## src/rtl/rv32_pkg.sv

```systemverilog
// Shared rv32 pipeline types: ALU/branch opcodes and the ID/EX and EX/MEM register layouts.
package rv32_pkg;

    localparam int DIV_ITER = 32;

    typedef enum logic [4:0] {
        ALU_ADD, ALU_SUB, ALU_SLL, ALU_SRL, ALU_SRA, ALU_SLT, ALU_SLTU,
        ALU_XOR, ALU_OR, ALU_AND, ALU_LUI, ALU_AUIPC,
        ALU_MUL, ALU_MULH, ALU_MULHSU, ALU_MULHU,
        ALU_DIV, ALU_DIVU, ALU_REM, ALU_REMU
    } alu_op_e;

    typedef enum logic [2:0] {
        BR_BEQ, BR_BNE, BR_BLT, BR_BGE, BR_BLTU, BR_BGEU
    } br_op_e;

    typedef struct packed {
        logic [31:0] pc;
        logic [31:0] rs1_data;
        logic [31:0] rs2_data;
        logic [31:0] imm;
        alu_op_e     alu_op;
        logic        alu_src_imm;
        br_op_e      br_op;
        logic        branch;
        logic        jump;
        logic        jalr;
        logic [4:0]  rd_addr;
        logic        mem_read;
        logic        mem_write;
        logic        reg_write;
        logic        valid;
    } id_ex_pipeline_reg_t;

    typedef struct packed {
        logic [31:0] alu_result;
        logic [31:0] rs2_data;
        logic [4:0]  rd_addr;
        logic        mem_read;
        logic        mem_write;
        logic        reg_write;
        logic        valid;
    } ex_mem_pipeline_reg_t;

    function automatic logic is_div_op(input alu_op_e op);
        return op inside {ALU_DIV, ALU_DIVU, ALU_REM, ALU_REMU};
    endfunction

endpackage

```

## src/rtl/serial_divider.sv

```systemverilog
// Iterative restoring divider for DIV/DIVU/REM/REMU, one quotient bit per cycle.
// Compiled only when RV32_DIV_EN is defined.
`ifdef RV32_DIV_EN
module serial_divider
    import rv32_pkg::*;
(
    input  logic        clk_i,
    input  logic        rst_i,
    input  logic        start_i,
    input  logic        signed_i,
    input  logic        rem_sel_i,
    input  logic        flush_i,
    input  logic        stall_i,
    input  logic [31:0] dividend_i,
    input  logic [31:0] divisor_i,
    output logic        busy_o,
    output logic        done_o,
    output logic [31:0] result_o,
    output logic [1:0]  state_o
);

    typedef enum logic [1:0] {IDLE, CALC, DONE} div_state_e;

    div_state_e  state_q, state_d;
    logic [4:0]  cnt_q, cnt_d;
    logic [31:0] quo_q, quo_d, den_q, den_d, rem_q, rem_d, res_q, res_d;
    logic        neg_quo_q, neg_quo_d, neg_rem_q, neg_rem_d, rem_sel_q, rem_sel_d;
    logic        a_neg, b_neg;
    logic [32:0] rem_shift, rem_diff;
    logic [31:0] quo_next, rem_next;

    // One restoring step: shift in the next dividend bit, subtract if it fits.
    always_comb begin
        a_neg     = signed_i & dividend_i[31];
        b_neg     = signed_i & divisor_i[31];
        rem_shift = {rem_q, quo_q[31]};
        rem_diff  = rem_shift - {1'b0, den_q};
        if (rem_diff[32]) begin
            rem_next = rem_shift[31:0];
            quo_next = {quo_q[30:0], 1'b0};
        end else begin
            rem_next = rem_diff[31:0];
            quo_next = {quo_q[30:0], 1'b1};
        end
    end

    always_comb begin
        state_d   = state_q;
        cnt_d     = cnt_q;
        quo_d     = quo_q;
        rem_d     = rem_q;
        den_d     = den_q;
        res_d     = res_q;
        neg_quo_d = neg_quo_q;
        neg_rem_d = neg_rem_q;
        rem_sel_d = rem_sel_q;
        case (state_q)
            IDLE: begin
                if (start_i) begin
                    rem_sel_d = rem_sel_i;
                    neg_quo_d = a_neg ^ b_neg;
                    neg_rem_d = a_neg;
                    quo_d     = a_neg ? -dividend_i : dividend_i;
                    den_d     = b_neg ? -divisor_i : divisor_i;
                    rem_d     = '0;
                    cnt_d     = '0;
                    if (divisor_i == '0) begin
                        res_d   = rem_sel_i ? dividend_i : 32'hFFFF_FFFF;
                        state_d = DONE;
                    end else if (signed_i && dividend_i == 32'h8000_0000 && divisor_i == 32'hFFFF_FFFF) begin
                        res_d   = rem_sel_i ? 32'h0 : 32'h8000_0000;
                        state_d = DONE;
                    end else begin
                        state_d = CALC;
                    end
                end
            end
            CALC: begin
                quo_d = quo_next;
                rem_d = rem_next;
                cnt_d = cnt_q + 5'd1;
                if (cnt_q == 5'(DIV_ITER - 1)) begin
                    res_d = rem_sel_q ? (neg_rem_q ? -rem_next : rem_next)
                                      : (neg_quo_q ? -quo_next : quo_next);
                    state_d = DONE;
                end
            end
            DONE: begin
                if (!stall_i) state_d = IDLE;
            end
            default: state_d = IDLE;
        endcase
        if (flush_i) state_d = IDLE;
    end

    always_ff @(posedge clk_i or posedge rst_i) begin
        if (rst_i) begin
            state_q   <= IDLE;
            cnt_q     <= '0;
            quo_q     <= '0;
            rem_q     <= '0;
            den_q     <= '0;
            res_q     <= '0;
            neg_quo_q <= 1'b0;
            neg_rem_q <= 1'b0;
            rem_sel_q <= 1'b0;
        end else begin
            state_q   <= state_d;
            cnt_q     <= cnt_d;
            quo_q     <= quo_d;
            rem_q     <= rem_d;
            den_q     <= den_d;
            res_q     <= res_d;
            neg_quo_q <= neg_quo_d;
            neg_rem_q <= neg_rem_d;
            rem_sel_q <= rem_sel_d;
        end
    end

    assign busy_o   = (state_q != IDLE);
    assign done_o   = (state_q == DONE) & ~stall_i & ~flush_i;
    assign result_o = res_q;
    assign state_o  = state_q;

endmodule
`endif

```

## src/rtl/ex_stage.sv

```systemverilog
// rv32 execute stage: ALU, branch/jump resolution and the EX/MEM pipeline register.
// Define RV32_DIV_EN to build in the serial divider for DIV/DIVU/REM/REMU.
module ex_stage
    import rv32_pkg::*;
(
    input  logic                 clk_i,
    input  logic                 rst_i,
    input  id_ex_pipeline_reg_t  id_ex_i,
    input  logic                 mem_stall_i,
    input  logic                 flush_i,
    output ex_mem_pipeline_reg_t ex_mem_o,
    output logic                 ex_busy_o,
    output logic                 redirect_o,
    output logic [31:0]          redirect_pc_o
);

    logic [31:0] op_a, op_b, alu_res, result, target, div_result;
    logic [63:0] mul_a, mul_b, mul_prod;
    logic [4:0]  shamt;
    logic        br_cond, take_redirect, div_stall;

    ex_mem_pipeline_reg_t ex_mem_q, ex_mem_d, ex_mem_calc;
    logic                 redirect_q, redirect_d;
    logic [31:0]          redirect_pc_q, redirect_pc_d;

`ifdef RV32_DIV_EN
    logic       div_op, div_busy, div_done;
    logic [1:0] div_state_unused;

    assign div_op = id_ex_i.valid & is_div_op(id_ex_i.alu_op);

    serial_divider u_div (
        .clk_i      (clk_i),
        .rst_i      (rst_i),
        .start_i    (div_op & ~div_busy & ~flush_i),
        .signed_i   (id_ex_i.alu_op inside {ALU_DIV, ALU_REM}),
        .rem_sel_i  (id_ex_i.alu_op inside {ALU_REM, ALU_REMU}),
        .flush_i    (flush_i),
        .stall_i    (mem_stall_i),
        .dividend_i (op_a),
        .divisor_i  (op_b),
        .busy_o     (div_busy),
        .done_o     (div_done),
        .result_o   (div_result),
        .state_o    (div_state_unused)
    );

    // A flushed divide is dead, so it must not hold the front end.
    assign div_stall = div_op & ~div_done & ~flush_i;
`else
    assign div_result = 32'h0;
    assign div_stall  = 1'b0;
`endif

    always_comb begin
        op_a     = id_ex_i.rs1_data;
        op_b     = id_ex_i.alu_src_imm ? id_ex_i.imm : id_ex_i.rs2_data;
        shamt    = op_b[4:0];
        mul_a    = (id_ex_i.alu_op inside {ALU_MULH, ALU_MULHSU}) ? {{32{op_a[31]}}, op_a} : {32'h0, op_a};
        mul_b    = (id_ex_i.alu_op == ALU_MULH) ? {{32{op_b[31]}}, op_b} : {32'h0, op_b};
        mul_prod = mul_a * mul_b;
        alu_res  = '0;
        case (id_ex_i.alu_op)
            ALU_ADD:    alu_res = op_a + op_b;
            ALU_SUB:    alu_res = op_a - op_b;
            ALU_SLL:    alu_res = op_a << shamt;
            ALU_SRL:    alu_res = op_a >> shamt;
            ALU_SRA:    alu_res = $signed(op_a) >>> shamt;
            ALU_SLT:    alu_res = {31'h0, $signed(op_a) < $signed(op_b)};
            ALU_SLTU:   alu_res = {31'h0, op_a < op_b};
            ALU_XOR:    alu_res = op_a ^ op_b;
            ALU_OR:     alu_res = op_a | op_b;
            ALU_AND:    alu_res = op_a & op_b;
            ALU_LUI:    alu_res = id_ex_i.imm;
            ALU_AUIPC:  alu_res = id_ex_i.pc + id_ex_i.imm;
            ALU_MUL:    alu_res = mul_prod[31:0];
            ALU_MULH, ALU_MULHSU, ALU_MULHU: alu_res = mul_prod[63:32];
            ALU_DIV, ALU_DIVU, ALU_REM, ALU_REMU: alu_res = div_result;
            default:    alu_res = '0;
        endcase
    end

    always_comb begin
        case (id_ex_i.br_op)
            BR_BEQ:  br_cond = (id_ex_i.rs1_data == id_ex_i.rs2_data);
            BR_BNE:  br_cond = (id_ex_i.rs1_data != id_ex_i.rs2_data);
            BR_BLT:  br_cond = ($signed(id_ex_i.rs1_data) < $signed(id_ex_i.rs2_data));
            BR_BGE:  br_cond = ($signed(id_ex_i.rs1_data) >= $signed(id_ex_i.rs2_data));
            BR_BLTU: br_cond = (id_ex_i.rs1_data < id_ex_i.rs2_data);
            BR_BGEU: br_cond = (id_ex_i.rs1_data >= id_ex_i.rs2_data);
            default: br_cond = 1'b0;
        endcase
        target        = id_ex_i.jalr ? ((id_ex_i.rs1_data + id_ex_i.imm) & ~32'h1)
                                     : (id_ex_i.pc + id_ex_i.imm);
        take_redirect = id_ex_i.valid &
                        ((id_ex_i.branch & br_cond) | id_ex_i.jump | id_ex_i.jalr);
        result        = (id_ex_i.jump | id_ex_i.jalr) ? id_ex_i.pc + 32'd4 : alu_res;

        ex_mem_calc.alu_result = result;
        ex_mem_calc.rs2_data   = id_ex_i.rs2_data;
        ex_mem_calc.rd_addr    = id_ex_i.rd_addr;
        ex_mem_calc.mem_read   = id_ex_i.mem_read;
        ex_mem_calc.mem_write  = id_ex_i.mem_write;
        ex_mem_calc.reg_write  = id_ex_i.reg_write & ~id_ex_i.branch;
        ex_mem_calc.valid      = id_ex_i.valid;
    end

    // Flush beats stall; a stall holds everything and lets redirect drop back low.
    always_comb begin
        ex_mem_d      = ex_mem_q;
        redirect_d    = 1'b0;
        redirect_pc_d = redirect_pc_q;
        if (flush_i) begin
            ex_mem_d       = ex_mem_calc;
            ex_mem_d.valid = 1'b0;
        end else if (!mem_stall_i) begin
            if (div_stall) begin
                ex_mem_d = '0;
            end else begin
                ex_mem_d   = ex_mem_calc;
                redirect_d = take_redirect;
                if (take_redirect) redirect_pc_d = target;
            end
        end
    end

    always_ff @(posedge clk_i or posedge rst_i) begin
        if (rst_i) begin
            ex_mem_q      <= '0;
            redirect_q    <= 1'b0;
            redirect_pc_q <= '0;
        end else begin
            ex_mem_q      <= ex_mem_d;
            redirect_q    <= redirect_d;
            redirect_pc_q <= redirect_pc_d;
        end
    end

    assign ex_mem_o      = ex_mem_q;
    assign redirect_o    = redirect_q;
    assign redirect_pc_o = redirect_pc_q;
    assign ex_busy_o     = mem_stall_i | div_stall;

endmodule

```

## config.mk

```make
export PLATFORM = sky130hd
export DESIGN_NAME = ex_stage
export DESIGN_NICKNAME = d
export VERILOG_FILES = /design/src/rtl/rv32_pkg.sv /design/src/rtl/serial_divider.sv /design/src/rtl/ex_stage.sv
export SDC_FILE = /design/constraint.sdc
export NUM_CORES = 2
export LEC_CHECK = 0
export BUFFER_PORTS_ARGS = -buffer_cell sky130_fd_sc_hd__buf_4
export CAP_MARGIN = 20
export CORE_MARGIN = 2
export CORE_UTILIZATION = 45
export CTS_CLUSTER_DIAMETER = 60
export CTS_CLUSTER_SIZE = 30
export DETAILED_ROUTE_END_ITERATION = 6
export GPL_ROUTABILITY_DRIVEN = 0
export HOLD_SLACK_MARGIN = 0.12
export PLACE_DENSITY_LB_ADDON = 0.05
export SYNTH_ARGS = -nofsm -noshare
export SYNTH_HDL_FRONTEND = slang
export SYNTH_SLANG_ARGS = --single-unit
```

## constraint.sdc

```tcl
create_clock -name clk_i -period 4.95 [get_ports clk_i]
set_input_delay 1.485 -clock clk_i [delete_from_list [all_inputs] [get_ports clk_i]]
set_output_delay 1.485 -clock clk_i [all_outputs]
set_load 0.1 [all_outputs]
```

## After elaboration in Yosys (flattened, before gate mapping)

Index checks and enable logic that the tools add are counted.

| word-level totals | value |
|---|---|
| register bits after elaboration | 106 |
| input port bits | 153 |
| word-level logic and storage cells | 75 |

| operators by class | value |
|---|---|
| $add $sub $neg | 5 |
| multipliers | 1 |
| order comparisons | 6 |
| equal/unequal tests | 23 |
| shift-type cells | 3 |
| mux-type cells | 11 |
| bitwise operators | 12 |
| reductions and logical operators | 5 |

Operator list:

| kind | number |
|---|---|
| one-hot mux 32 bit (14 select lines) | 1 |
| 2-to-1 mux 73 bit | 2 |
| less-than comparator 32 bit | 4 |
| 2-to-1 mux 64 bit | 2 |
| adder 32 bit | 3 |
| 2-to-1 mux 32 bit | 3 |
| greater-or-equal comparator 32 bit | 2 |
| multiplier 64 x 64 -> 64 bit | 1 |
| equality test 5 x 4 -> 1 bit, second input constant | 8 |
| adder 32 x 3 -> 32 bit, second input constant | 1 |
| bitwise AND 32 bit | 1 |
| equality test 32 bit | 1 |
| inequality test 32 bit | 1 |
| bitwise OR 32 bit | 1 |
| left shift 32 x 5 -> 32 bit | 1 |
| >> shifter 32 x 5 -> 32 bit | 1 |
| >>> shifter 32 x 5 -> 32 bit | 1 |
| subtractor 32 bit | 1 |
| bitwise XOR 32 bit | 1 |
| equality test 5 x 3 -> 1 bit, second input constant | 4 |
| equality test 5 x 2 -> 1 bit, second input constant | 2 |
| equality test 3 x 2 -> 1 bit, second input constant | 2 |
| equality test 3 bit, second input constant | 2 |
| one-hot mux 1 bit (6 select lines) | 1 |
| 12 further kinds | 19 |

## Depth between registers and ports, before layout

| logic depth | value |
|---|---|
| word-level depth | 8 |
| gate-level depth with buffers | 41 |
| gate-level depth less buffers | 37 |

## Worst setup path before layout

OpenSTA, ideal clock, no wires.

| timing path | value |
|---|---|
| path kind | input port to flip-flop |
| start | in id_ex_i[15] (netlist name) |
| end | reg ex_mem_q, in the netlist ex_mem_o[68] |
| arrival time | 11.585 ns |
| data required time | 4.846 ns |
| setup slack | -6.739 ns |
| stages | 37 |
| cells stage by stage | buf_6 > clkbuf_1 > nand2_1 > o21a_1 > inv_1 > clkbuf_1 > clkbuf_1 > clkbuf_1 > clkbuf_1 > buf_1 > nand2_1 > fa_1 > inv_1 > fa_1 > fa_1 > fa_1 > fa_1 > inv_1 > fa_1 > inv_1 > fa_1 > fa_1 > fa_1 > inv_1 > fa_1 > inv_1 > ha_1 > a2111o_1 > a2111oi_0 > nor3_1 > a211oi_1 > and3b_1 > o31a_1 > o21ai_1 > a21oi_1 > mux2_2 > o311ai_1 |

| on the way | value |
|---|---|
| word-level cells in the longest chain between the ends | 7 |

RTL lines:

| element | line | source |
|---|---|---|
| from (decl) | ex_stage.sv:8 | `input id_ex_pipeline_reg_t id_ex_i,` |
| 2-to-1 mux 32 bit * | ex_stage.sv:57 | `op_b = id_ex_i.alu_src_imm ? id_ex_i.imm : id_ex_i.rs2_data;` |
| 2-to-1 mux 64 bit | ex_stage.sv:60 | `mul_b = (id_ex_i.alu_op == ALU_MULH) ? {{32{op_b[31]}}, op_b} : {32'h0, op_b};` |
| multiplier 64 x 64 -> 64 bit | ex_stage.sv:61 | `mul_prod = mul_a * mul_b;` |
| one-hot mux 32 bit (14 select lines) * | ex_stage.sv:63 | `case (id_ex_i.alu_op)` |
| 2-to-1 mux 32 bit * | ex_stage.sv:97 | `result = (id_ex_i.jump \| id_ex_i.jalr) ? id_ex_i.pc + 32'd4 : alu_res;` |
| 2-to-1 mux 73 bit | ex_stage.sv:116 | `end else if (!mem_stall_i) begin` |
| 2-to-1 mux 73 bit * | ex_stage.sv:113 | `if (flush_i) begin` |
| to (signal assigned) | ex_stage.sv:133 | `ex_mem_q <= ex_mem_d;` |
| to (decl) | ex_stage.sv:22 | `ex_mem_pipeline_reg_t ex_mem_q, ex_mem_d, ex_mem_calc;` |

Every way passes the cells marked *; elsewhere a longest branch is shown, timed or not. The select of a mux whose other input is x is not followed.
A chain may end at the register's enable or synchronous reset.

## Final worst setup path

| timing path | value |
|---|---|
| start | in id_ex_i[15] (netlist name) |
| end | reg ex_mem_q, in the netlist ex_mem_o[62] |

Same word-level chain as after synthesis.

==> results.yml <==
outcome:
  status: "finished, violations left"
  violations: "negative setup slack"
flow_run:
  cap_viol_max_count: 0
global_route:
  grt_pass1_vias: 65300
  grt_antenna_before_repair: 20
  track_usage_pct: 43.0
  grt_max_degree: 61
  overflow: 0
  grt_pass1_wl_mm: 450
critical_path:
  timing.rr.end: "ex_mem_o[47]$_DFFE_PP0P_"
  max_stage_delay_ps: 530
  startpoint_type: "input port"
  critPathSlowestCell: "fa_1"
  r2r_setup_slack_ps: 2770
  cp.required_ps: 5220
  r2r-start: "ex_mem_o[47]$_DFFE_PP0P_"
  path_class: "input port to flop"
  arrival_ps: 10540
  critical_path.most_common_cell: "fa_1"
  worstRegToRegCells: 7
  cp_max_fo: 7
  crit_path_end_kind: "flop"
die:
  die_width_um: 383
  core.rowCount: 138
  io_pins: 260
  start_util_pct: 45.5
  design.core.area_sq_mm: 0.142
  die_h_um: 383
  die_area_sq_mm: 0.147
synthesis:
  synth.distinct_cells: 93
  async_flop_share_pct: 100
  synth_warnings: 0
  synthFlopType: "dfrtp_1"
  synth-edff-count: 0
  yosysSeqAreaShare_pct: 4.11
  synth_area_sq_mm: 0.0646
  synth_seq_cells: 106
  synth_fp_nets: 9639
  syn_area_per_cell_sq_um: 8.54
  netlist_instances: 7564
placed_design:
  dp.cells: 10800
  hpwlAfterDp_mm: 270
  placed_area_sq_mm: 0.0800
  place_ws_ps: -6420
  io_buffers: 259
clock_tree:
  clkLatencyLatePin_ps: 400
  htree_levels: 3
  cts_buffers: 9
  cts.sinks: 106
  clk_path_buf_depth: 2
  cts_tree: "done"
  cts_root_buf: "clkbuf_16"
  clkTransAtPathRegs_ps: 100
min_path:
  min_path_type: "flop to flop"
  min_path_cells: 2
  holdCritStartpoint: "ex_mem_o[4]$_DFFE_PP0P_"
  min_delay_worst_endpoint: "ex_mem_o[4]$_DFFE_PP0P_"
detailed_routing:
  first_pass_iters: 7
  wl_per_cell_um: 28.8
  routed_wl_mm: 315
  num_vias: 62800
  drc: 0
  via_per_inst: 5.74
  antenna_left: 0
  dr.first_iter.drc_count: 6452
sta:
  rsz0062_at_grt: "yes"
  worstMarginPinSlew_ps: 1210
  skew_ps: 0
  timing.final.crit_share_pct: 207
  max_slew_margin_pct: 19.3
  max_freq_mhz: 97.4
  finalCriticalPeriod_ps: 10260
  setup_viol_count_final: 44
  timing.final.ws_setup_ps: -5310
  drv_slew: 0
  hold_violations: 0
finish:
  drive_gt1_share_pct: 26.4
  areaGrowthSynthToFinish_pct: 29.6
  utilization_pct: 58.9
  layout.cells.non_filler: 10900
  nNetsFinal: 11100
  final_area_sq_mm: 0.0836
[registers in the layout, indices dropped and copies added (netlist names)]
signal	count
ex_mem_o	73
redirect_pc_o	32
redirect_o	1
[cells by family (layout without fill, tap and decap cells)]
group	after synthesis	count (layout)	synth area share (%)
simple gates	2034	2034	13.1
fa+ha+maj	1922	1922	53.8
compound gates	1082	1082	10.9
flops	106	106	4.11
xor+xnor	215	215	2.94
buf+inv	2053	3517	12.1
mux	152	152	2.99
other cells	0	11	0
[worst max path at each step]
stage                startpoint                       end  cells past startpoint
global placement    id_ex_i[15]  ex_mem_o[61]$_DFFE_PP0P_                     35
finish              id_ex_i[15]  ex_mem_o[62]$_DFFE_PP0P_                     36
detailed placement  id_ex_i[15]  ex_mem_o[61]$_DFFE_PP0P_                     35
CTS                 id_ex_i[15]  ex_mem_o[60]$_DFFE_PP0P_                     34
floorplan           id_ex_i[15]  ex_mem_o[72]$_DFFE_PP0P_                     35
global route        id_ex_i[20]  ex_mem_o[68]$_DFFE_PP0P_                     37
[cells in the mapped netlist, drive strengths merged, types with 69 or more instances]
master / n / area [sq um]
o21ai: 256 / 1280
nand2: 1009 / 3790
nor3: 72 / 360
inv: 1651 / 6200
a21oi: 264 / 1330
nand3: 82 / 410
dfrtp: 106 / 2650
buf: 70 / 378
xnor2: 163 / 1430
fa: 1423 / 28500
clkbuf: 313 / 1170
mux2i: 106 / 1090
a21o: 69 / 518
nor2: 644 / 2420
ha: 499 / 6240
[layout make-up]
type	count	area (sq um)
diodes	11	27.5
clock buffers	9	225
clock inverters	7	88.8
fillers	12900	58300
inverters	1670	6300
multi-input cells	5405	56200
flip-flops and latches	106	2650
well taps	1890	2360
repair buffers	1831	15700
[through the flow]
step | hold slack, ps | TNS [ps]
final | 479 | -162850
after global routing | 511 | -167430
after CTS | 486 | -159370
after detailed placement | 464 | -215400
after global placement | 457 | -212500
after floorplan | 957 | -156380
[layer usage]
metal  GRT usage [%]  vias up  wire length [um]
met3            9.71     1304             30500
met5               0        -               115
met4            35.2       10             34100
met2            67.1     3713            140000
met1            50.8    31400            110000
li1                -    26400                 -
[timing repair]
| action | in CTS | in global routing |
|---|---|---|
| cloned | 3 | 7 |
| gates resized for setup | 318 | 267 |
| setup buffers | 65 | 44 |
| pin swaps | 216 | 141 |
| hold buffers | 0 | 0 |
| setup endpoints to repair | 65 | 63 |
[worst max-delay path, delay by kind of cell]
kind	cells	cell delay (ps)
buffers and inverters	13	1430
and+or+nand+nor	5	840
AOI/OAI and AO/OA	7	1640
adders and majority gates	11	5100
[layout by cell type (no fill, tap or decap), drive strengths merged, types with 15 or more instances in the layout]
cell type  synthesis  layout
nand4             38      38
mux4              29      29
inv             1651    1652
a21oi            264     264
dfrtp            106     106
nand3             82      82
and2              22      22
a211oi            53      53
nand2           1009    1009
o211ai            54      54
a22oi             35      35
mux2i            106     106
xor2              51      51
buf               70    1825
clkbuf           313      15
a221oi            40      40
a211o             15      15
nor3              72      72
or3               22      22
o21ai            256     256
mux2              17      17
o21a              49      49
nor2b             22      22
a31oi             48      48
o22ai             19      19
nor4              19      19
clkinv            19      23
ha               499     499
xnor2            163     163
and3              33      33
o31ai             21      21
nor2             644     644
fa              1423    1423
o21bai            26      26
a21o              69      69
nand2b            28      28
Power is left out: the tool's default activity adds up to more than one toggle a clock period on the data nets, which glitch-free logic cannot reach.
